## src/rtl/cnn_pkg.sv

```systemverilog
// Shared types and helpers for the CNN feature-map datapath.
package cnn_pkg;

  // Element width of the pooling input bus.
  localparam int DATA_W = 32;

  // Width of the framing-error counter.
  localparam int ERR_CNT_W = 8;

  typedef logic [DATA_W-1:0] elem_t;

  // Occupancy of one frame buffer bank.
  typedef enum logic [1:0] {
    BANK_EMPTY   = 2'd0,
    BANK_FILLING = 2'd1,
    BANK_FULL    = 2'd2
  } bank_state_t;

  // Index width for a buffer of n entries; never narrower than one bit.
  function automatic int idx_width(input int n);
    return (n <= 1) ? 1 : $clog2(n);
  endfunction

endpackage

```

## src/rtl/fm_bank.sv

```systemverilog
// One frame register bank: N elements written one at a time by index,
// read out as a single parallel frame.
module fm_bank #(
  parameter int N      = 16,
  parameter int DATA_W = 32,
  parameter int IDX_W  = 4
) (
  input  logic                     clk,
  input  logic                     clr,
  input  logic                     we,
  input  logic [IDX_W-1:0]         widx,
  input  logic [DATA_W-1:0]        wdata,
  output logic [N-1:0][DATA_W-1:0] frame
);

  logic [N-1:0][DATA_W-1:0] mem_q;
  logic [N-1:0][DATA_W-1:0] mem_d;

  // Next contents: clear wins, otherwise write the addressed element.
  always_comb begin
    mem_d = mem_q;
    if (clr) begin
      mem_d = '0;
    end else if (we) begin
      mem_d[widx] = wdata;
    end
  end

  // Element storage.
  always_ff @(posedge clk) begin
    mem_q <= mem_d;
  end

  assign frame = mem_q;

endmodule

```

## src/rtl/feature_map_collector.sv

```systemverilog
// Feature-map collector: gathers a serial row-major element stream into
// complete INPUT_SIZE x INPUT_SIZE frames using two ping-pong banks, and
// presents the oldest complete frame as a parallel bus to the pooling stage.
module feature_map_collector
  import cnn_pkg::*;
#(
  parameter int INPUT_SIZE = 4,
  parameter int DATA_W     = 32
) (
  input  logic                                         clk,
  input  logic                                         rst_n,
  input  logic [DATA_W-1:0]                            in_data,
  input  logic                                         in_valid,
  input  logic                                         in_last,
  output logic                                         in_ready,
  output logic [INPUT_SIZE*INPUT_SIZE-1:0][DATA_W-1:0] frame_data,
  output logic                                         frame_valid,
  input  logic                                         frame_ready,
  output logic                                         frame_err,
  output logic [ERR_CNT_W-1:0]                         err_count
);

  localparam int N     = INPUT_SIZE * INPUT_SIZE;
  localparam int IDX_W = idx_width(N);
  localparam logic [IDX_W-1:0] LAST_IDX = IDX_W'(N - 1);

  // Saturating increment for the error counter.
  function automatic logic [ERR_CNT_W-1:0] sat_inc(input logic [ERR_CNT_W-1:0] v);
    return (v == {ERR_CNT_W{1'b1}}) ? v : v + ERR_CNT_W'(1);
  endfunction

  bank_state_t              bank_st_q [2];
  bank_state_t              bank_st_d [2];
  logic                     wr_bank_q, wr_bank_d;
  logic                     rd_bank_q, rd_bank_d;
  logic [IDX_W-1:0]         wr_idx_q, wr_idx_d;
  logic                     frame_err_q, frame_err_d;
  logic [ERR_CNT_W-1:0]     err_cnt_q, err_cnt_d;

  logic                     accept;
  logic                     at_last;
  logic                     framing_err;
  logic                     frame_done;
  logic                     consume;
  logic [1:0]               bank_we;
  logic [N-1:0][DATA_W-1:0] bank_frame [2];

  // Handshakes, framing classification and the read-side output mux.
  always_comb begin
    in_ready    = rst_n && (bank_st_q[wr_bank_q] != BANK_FULL);
    accept      = in_valid && in_ready;
    at_last     = (wr_idx_q == LAST_IDX);
    // in_last must coincide exactly with the final slot; any other pairing
    // is a framing error and the element is dropped.
    framing_err = accept && (in_last != at_last);
    frame_done  = accept && in_last && at_last;
    frame_valid = (bank_st_q[rd_bank_q] == BANK_FULL);
    consume     = frame_valid && frame_ready;
    frame_data  = bank_frame[rd_bank_q];
    bank_we            = '0;
    bank_we[wr_bank_q] = accept && !framing_err;
  end

  for (genvar b = 0; b < 2; b++) begin : g_bank
    fm_bank #(
      .N      (N),
      .DATA_W (DATA_W),
      .IDX_W  (IDX_W)
    ) u_bank (
      .clk   (clk),
      .clr   (!rst_n),
      .we    (bank_we[b]),
      .widx  (wr_idx_q),
      .wdata (in_data),
      .frame (bank_frame[b])
    );
  end

  // Next-state for bank occupancy, pointers, write index and error tracking.
  always_comb begin
    bank_st_d   = bank_st_q;
    wr_bank_d   = wr_bank_q;
    rd_bank_d   = rd_bank_q;
    wr_idx_d    = wr_idx_q;
    frame_err_d = framing_err;
    err_cnt_d   = framing_err ? sat_inc(err_cnt_q) : err_cnt_q;

    if (framing_err) begin
      // Restart the current bank from slot 0; its state is left as is.
      wr_idx_d = '0;
    end else if (accept) begin
      if (bank_st_q[wr_bank_q] == BANK_EMPTY) begin
        bank_st_d[wr_bank_q] = BANK_FILLING;
      end
      if (frame_done) begin
        bank_st_d[wr_bank_q] = BANK_FULL;
        wr_idx_d             = '0;
        wr_bank_d            = !wr_bank_q;
      end else begin
        wr_idx_d = wr_idx_q + IDX_W'(1);
      end
    end

    // The write bank is never FULL while accepting, and the read bank is
    // always FULL when consumed, so these never target the same bank.
    if (consume) begin
      bank_st_d[rd_bank_q] = BANK_EMPTY;
      rd_bank_d            = !rd_bank_q;
    end
  end

  // Control state registers; reset discards every partial and full frame.
  always_ff @(posedge clk) begin
    if (!rst_n) begin
      bank_st_q[0] <= BANK_EMPTY;
      bank_st_q[1] <= BANK_EMPTY;
      wr_bank_q    <= 1'b0;
      rd_bank_q    <= 1'b0;
      wr_idx_q     <= '0;
      frame_err_q  <= 1'b0;
      err_cnt_q    <= '0;
    end else begin
      bank_st_q    <= bank_st_d;
      wr_bank_q    <= wr_bank_d;
      rd_bank_q    <= rd_bank_d;
      wr_idx_q     <= wr_idx_d;
      frame_err_q  <= frame_err_d;
      err_cnt_q    <= err_cnt_d;
    end
  end

  assign frame_err = frame_err_q;
  assign err_count = err_cnt_q;

endmodule

```

## config.mk

```make
export PLATFORM = sky130hd
export DESIGN_NAME = feature_map_collector
export DESIGN_NICKNAME = d
export VERILOG_FILES = /design/src/rtl/cnn_pkg.sv /design/src/rtl/fm_bank.sv /design/src/rtl/feature_map_collector.sv
export SDC_FILE = /design/constraint.sdc
export NUM_CORES = 2
export LEC_CHECK = 0
export ABC_CLOCK_PERIOD_IN_PS = 5800
export BUFFER_PORTS_ARGS = -buffer_cell sky130_fd_sc_hd__buf_2
export CELL_PAD_IN_SITES_DETAIL_PLACEMENT = 0
export CELL_PAD_IN_SITES_GLOBAL_PLACEMENT = 1
export CORE_UTILIZATION = 47
export DETAILED_ROUTE_END_ITERATION = 7
export GPL_TIMING_DRIVEN = 0
export HOLD_SLACK_MARGIN = 0.1
export PLACE_DENSITY_LB_ADDON = 0.1
export SETUP_SLACK_MARGIN = 0.05
export SLEW_MARGIN = 30
export SYNTH_ARGS = -nofsm -noshare
export SYNTH_HDL_FRONTEND = slang
export SYNTH_SLANG_ARGS = --single-unit
```

## constraint.sdc

```tcl
create_clock -name clk -period 5.8 [get_ports clk]
set_input_delay 0.87 -clock clk [delete_from_list [all_inputs] [get_ports clk]]
set_output_delay 0.87 -clock clk [all_outputs]
set_load 0.005 [all_outputs]
```

==> metrics.md <==
| Metric | Value |
|---|---|
| Placer Congestion | `approximately 0.91` |
| Synth area leaders | `dfxtp_1, mux2_2, o21ai_0` |
| Synth area leader | `dfxtp_1` |
| Site Rows | `~110` |
| Crit Path Max Fanout | `10` |
| Post_cts resized | `0` |
| Worst setup EP type | `primary output` |
| Outcome | `complete, no violations` |
| FF-to-FF path depth | `7` |
| Worst Setup SP | `rd_bank_q` |
| Clock transition at the registers of the reported paths | `approximately 0.060 ns` |
| Cts bufs inserted | `between 100 and 150` |
| Leak | `approximately 20 nW` |
| Clock Skews | `between 0.02 and 0.025 ns` |
| Via count | `roughly 37,000` |
| Crit path launch type | `flop` |
| IO buf count | `between 500 and 600` |
| TritonRoute pass-1 iters | `5` |
| Peak supply drop | `around 0.00023 V` |
| CP endpoint | `frame_data[319]` |
| DRT iter0 DRCs | `approximately 3,500` |
| Post-DP HPWL | `115,000 um` |
| Detailed Route WL | `approximately 160,000 um` |
| Crit share post-route | `around 82%` |
| Max Freq | `210 MHz` |
| Clk buf depth | `3` |
| Yosys top cell area share | `just over 50%` |
| Initial antenna violation count | `5` |
| CTS tree | `built` |
| Internal power | `approximately 11 mW` |
| First-pass GRT wire length | `228,000 um` |
| DIE AREA | `between 80,000 and 90,000 um^2` |
| Final nets | `5,177` |
| H-tree depth | `3` |
| Sum Neg Setup Slack | `0 ns` |
| Crit Path Category | `reg2out` |
| Distinct cells, synth | `37` |
| Relative slew slack | `between 20% and 30%` |
| Vias in the first global route | `33,591` |
| Setup ws final | `about 1.0 ns` |
| DIE HEIGHT | `roughly 300 um` |
| GRT Overall Usage | `a little over a third` |
| Fin crit period | `between 4 and 5 ns` |
| Combinational share of power | `about 3.5%` |
| Syn Nets | `about 4,500` |
| Cts hold-fix bufs | `0` |
| Cell area after synthesis | `40,700 um^2` |
| IO Count | `between 500 and 600` |
| Power, Total | `around 15 mW` |
| Final setup viols | `0` |
| Sequential share of power | `approximately half` |
| Starting Density | `47.6%` |
| Clk_lat worst skew | `around 0.70 ns` |
| Sw Share | `23.6%` |
| Placement Setup Slack | `1.85 ns` |
| DIE WIDTH | `about 300 um` |
| Unrepaired setup endpoints after global routing | `no` |
| Worst min path class | `reg2reg` |
| Wire length per cell | `approximately 26 um` |
| Number of setup buffers added after CTS | `0` |
| Worst Path Required | `approximately 4.9 ns` |
| Final hold slack | `between 0.4 and 0.5 ns` |
| Synth Warn # | `0` |
| Core footprint | `around 85,000 um^2` |
| Share of cells above drive strength 1 | `approximately a quarter` |
| Max_cap viols | `0` |
| R2r startpoint | `wr_bank_q` |
| Pwr Density | `between 300 and 400 nW/um^2` |
| Grt ovf | `0` |
| Clock Power Share | `48.2%` |
| Residual DRC | `0` |
| Vias per cell | `5.76` |
| Post-DRT Antenna Nets | `0` |
| Final Hold Violating Endpoints | `0` |
| WP data arrival | `3.89 ns` |
| R2r endpoint | `g_bank[0].u_bank.frame[371]` |
| Slew @ Worst Pin | `between 1 and 1.5 ns` |
| Core Util, Final | `between 50% and 60%` |
| Clk root buf | `clkbuf_16` |
| Post-synthesis sequential area ratio | `~50%` |
| Pin count of the biggest net entering global routing | `16` |
| Max Slew Vio Count | `0` |
| Syn Inst Count | `about 4,500` |
| Fillers | `about 8,200` |
| Synth-to-Final Area Change | `19.1%` |
| Sink Count | `approximately 1,000` |
| FF+latch count, synth | `approximately 1,000` |
| Avg Cell Area, Syn | `9.04 um^2` |
| Reg2Reg Setup Slack | `a little under 3 ns` |
| P_sw | `about 3.5 mW` |
## power by group through the flow
stage / sequential (mW) / combinational, mW / clock [mW]
global placement: 7.34 / 0.511 / 0
finish: 7.18 / 0.525 / 7.17
global route: 7.18 / 0.530 / 7.49
floorplan: 7.34 / 0.218 / 0
detailed placement: 7.34 / 0.515 / 0
CTS: 7.18 / 0.516 / 7.18
## worst min-delay path by stage
stage	depth (start not counted)	from	slack, ns	end
2_1_floorplan	2	g_bank[1].u_bank.frame[128]	0.43	g_bank[1].u_bank.frame[128]
3_3_place_gp	2	g_bank[1].u_bank.frame[375]	0.44	g_bank[1].u_bank.frame[375]
3_5_place_dp	2	g_bank[0].u_bank.frame[499]	0.44	g_bank[0].u_bank.frame[499]
4_1_cts	2	g_bank[0].u_bank.frame[499]	0.45	g_bank[0].u_bank.frame[499]
5_1_grt	2	g_bank[1].u_bank.frame[99]	0.47	g_bank[1].u_bank.frame[99]
6_report	2	g_bank[0].u_bank.frame[352]	0.45	g_bank[0].u_bank.frame[352]
## placed cells by master (no fill, tap or decap), drive strengths merged, types with 2 or more instances in the layout
| cell type | instances |
|---|---|
| a21oi | 202 |
| and3 | 4 |
| buf | 647 |
| bufinv | 6 |
| clkbuf | 542 |
| clkinv | 22 |
| clkinvlp | 2 |
| dfxtp | 1043 |
| diode | 8 |
| ha | 5 |
| inv | 9 |
| mux2 | 512 |
| mux2i | 67 |
| nand2 | 495 |
| nand2b | 2 |
| nand3 | 756 |
| nand4 | 2 |
| nor2 | 80 |
| nor3 | 7 |
| nor4 | 2 |
| o21ai | 774 |
| o31ai | 3 |
| or2 | 4 |
| or3 | 29 |
| or4 | 2 |
| xnor2 | 3 |
## sequential cells by signal, indices dropped and copies added, names as in the netlist
signal / cells
err_count: 8
g_bank.u_bank.frame: 1024
rd_bank_q: 1
bank_st_q: 4
wr_idx_q: 4
wr_bank_q: 1
frame_err: 1
## kinds of logic (layout without fill, tap and decap cells)
| group | after synthesis | after routing | share of synthesized area [%] |
|---|---|---|---|
| AND/OR/NAND/NOR | 1387 | 1387 | 15.5 |
| flip-flops | 1043 | 1043 | 51.3 |
| AO/OA/AOI/OAI | 981 | 981 | 12.1 |
| multiplexers | 579 | 579 | 15.8 |
| XOR/XNOR | 3 | 3 | 0.111 |
| adder cells (fa/ha/maj) | 5 | 5 | 0.154 |
| buffers and inverters | 501 | 1228 | 4.96 |
| other | 0 | 8 | 0 |
## cells in the mapped netlist, drive strengths merged
library cell and count:
a21oi 202, a31oi 1, and2 1, and3 4, buf 121, clkbuf 375, dfxtp 1043, ha 5
inv 5, mux2 512, mux2i 67, nand2 495, nand2b 2, nand3 756, nand3b 1, nand4 2
nor2 80, nor2b 1, nor3 7, nor4 2, o211ai 1, o21ai 774, o31ai 3, or2 4
or3 29, or3b 1, or4 2, xnor2 3
## critical path, stage by stage, from the launching register on
cell and delay (ns):
dfxtp_1 0.36, clkbuf_1 0.79, clkbuf_2 0.64, clkbuf_1 0.74, mux2_2 0.50, buf_2 0.15
## per-stage QoR
step                area, um^2  cells
floorplan                40700   4499
detailed placement       44800   6169
global placement         44700   6169
global route             48400   6372
finish                   48500   6378
CTS                      48400   6370
## final cells by class
type | count | area (um^2) | area share, %
antenna | 8 | 20.0 | 0.0413
buffer | 496 | 2050 | 4.22
clock buffer | 167 | 3240 | 6.69
clock inverter | 34 | 399 | 0.824
inverter | 5 | 18.8 | 0.0387
multi-input combinational | 2955 | 17800 | 36.7
sequential | 1043 | 20900 | 43.1
tap | 1144 | 1430 | 2.95
timing repair buffer | 526 | 2630 | 5.43
## per-layer routing
| metal | share of wire, % | wire, um | global-route usage (%) |
|---|---|---|---|
| met5 | 0 | 0 | 0 |
| met4 | 5.8 | 9400 | 19.6 |
| met3 | 7.6 | 12500 | 5.99 |
| met2 | 47 | 77000 | 58.5 |
| met1 | 39 | 64300 | 44.8 |
Note: power is estimated with default switching activity, not from simulation.
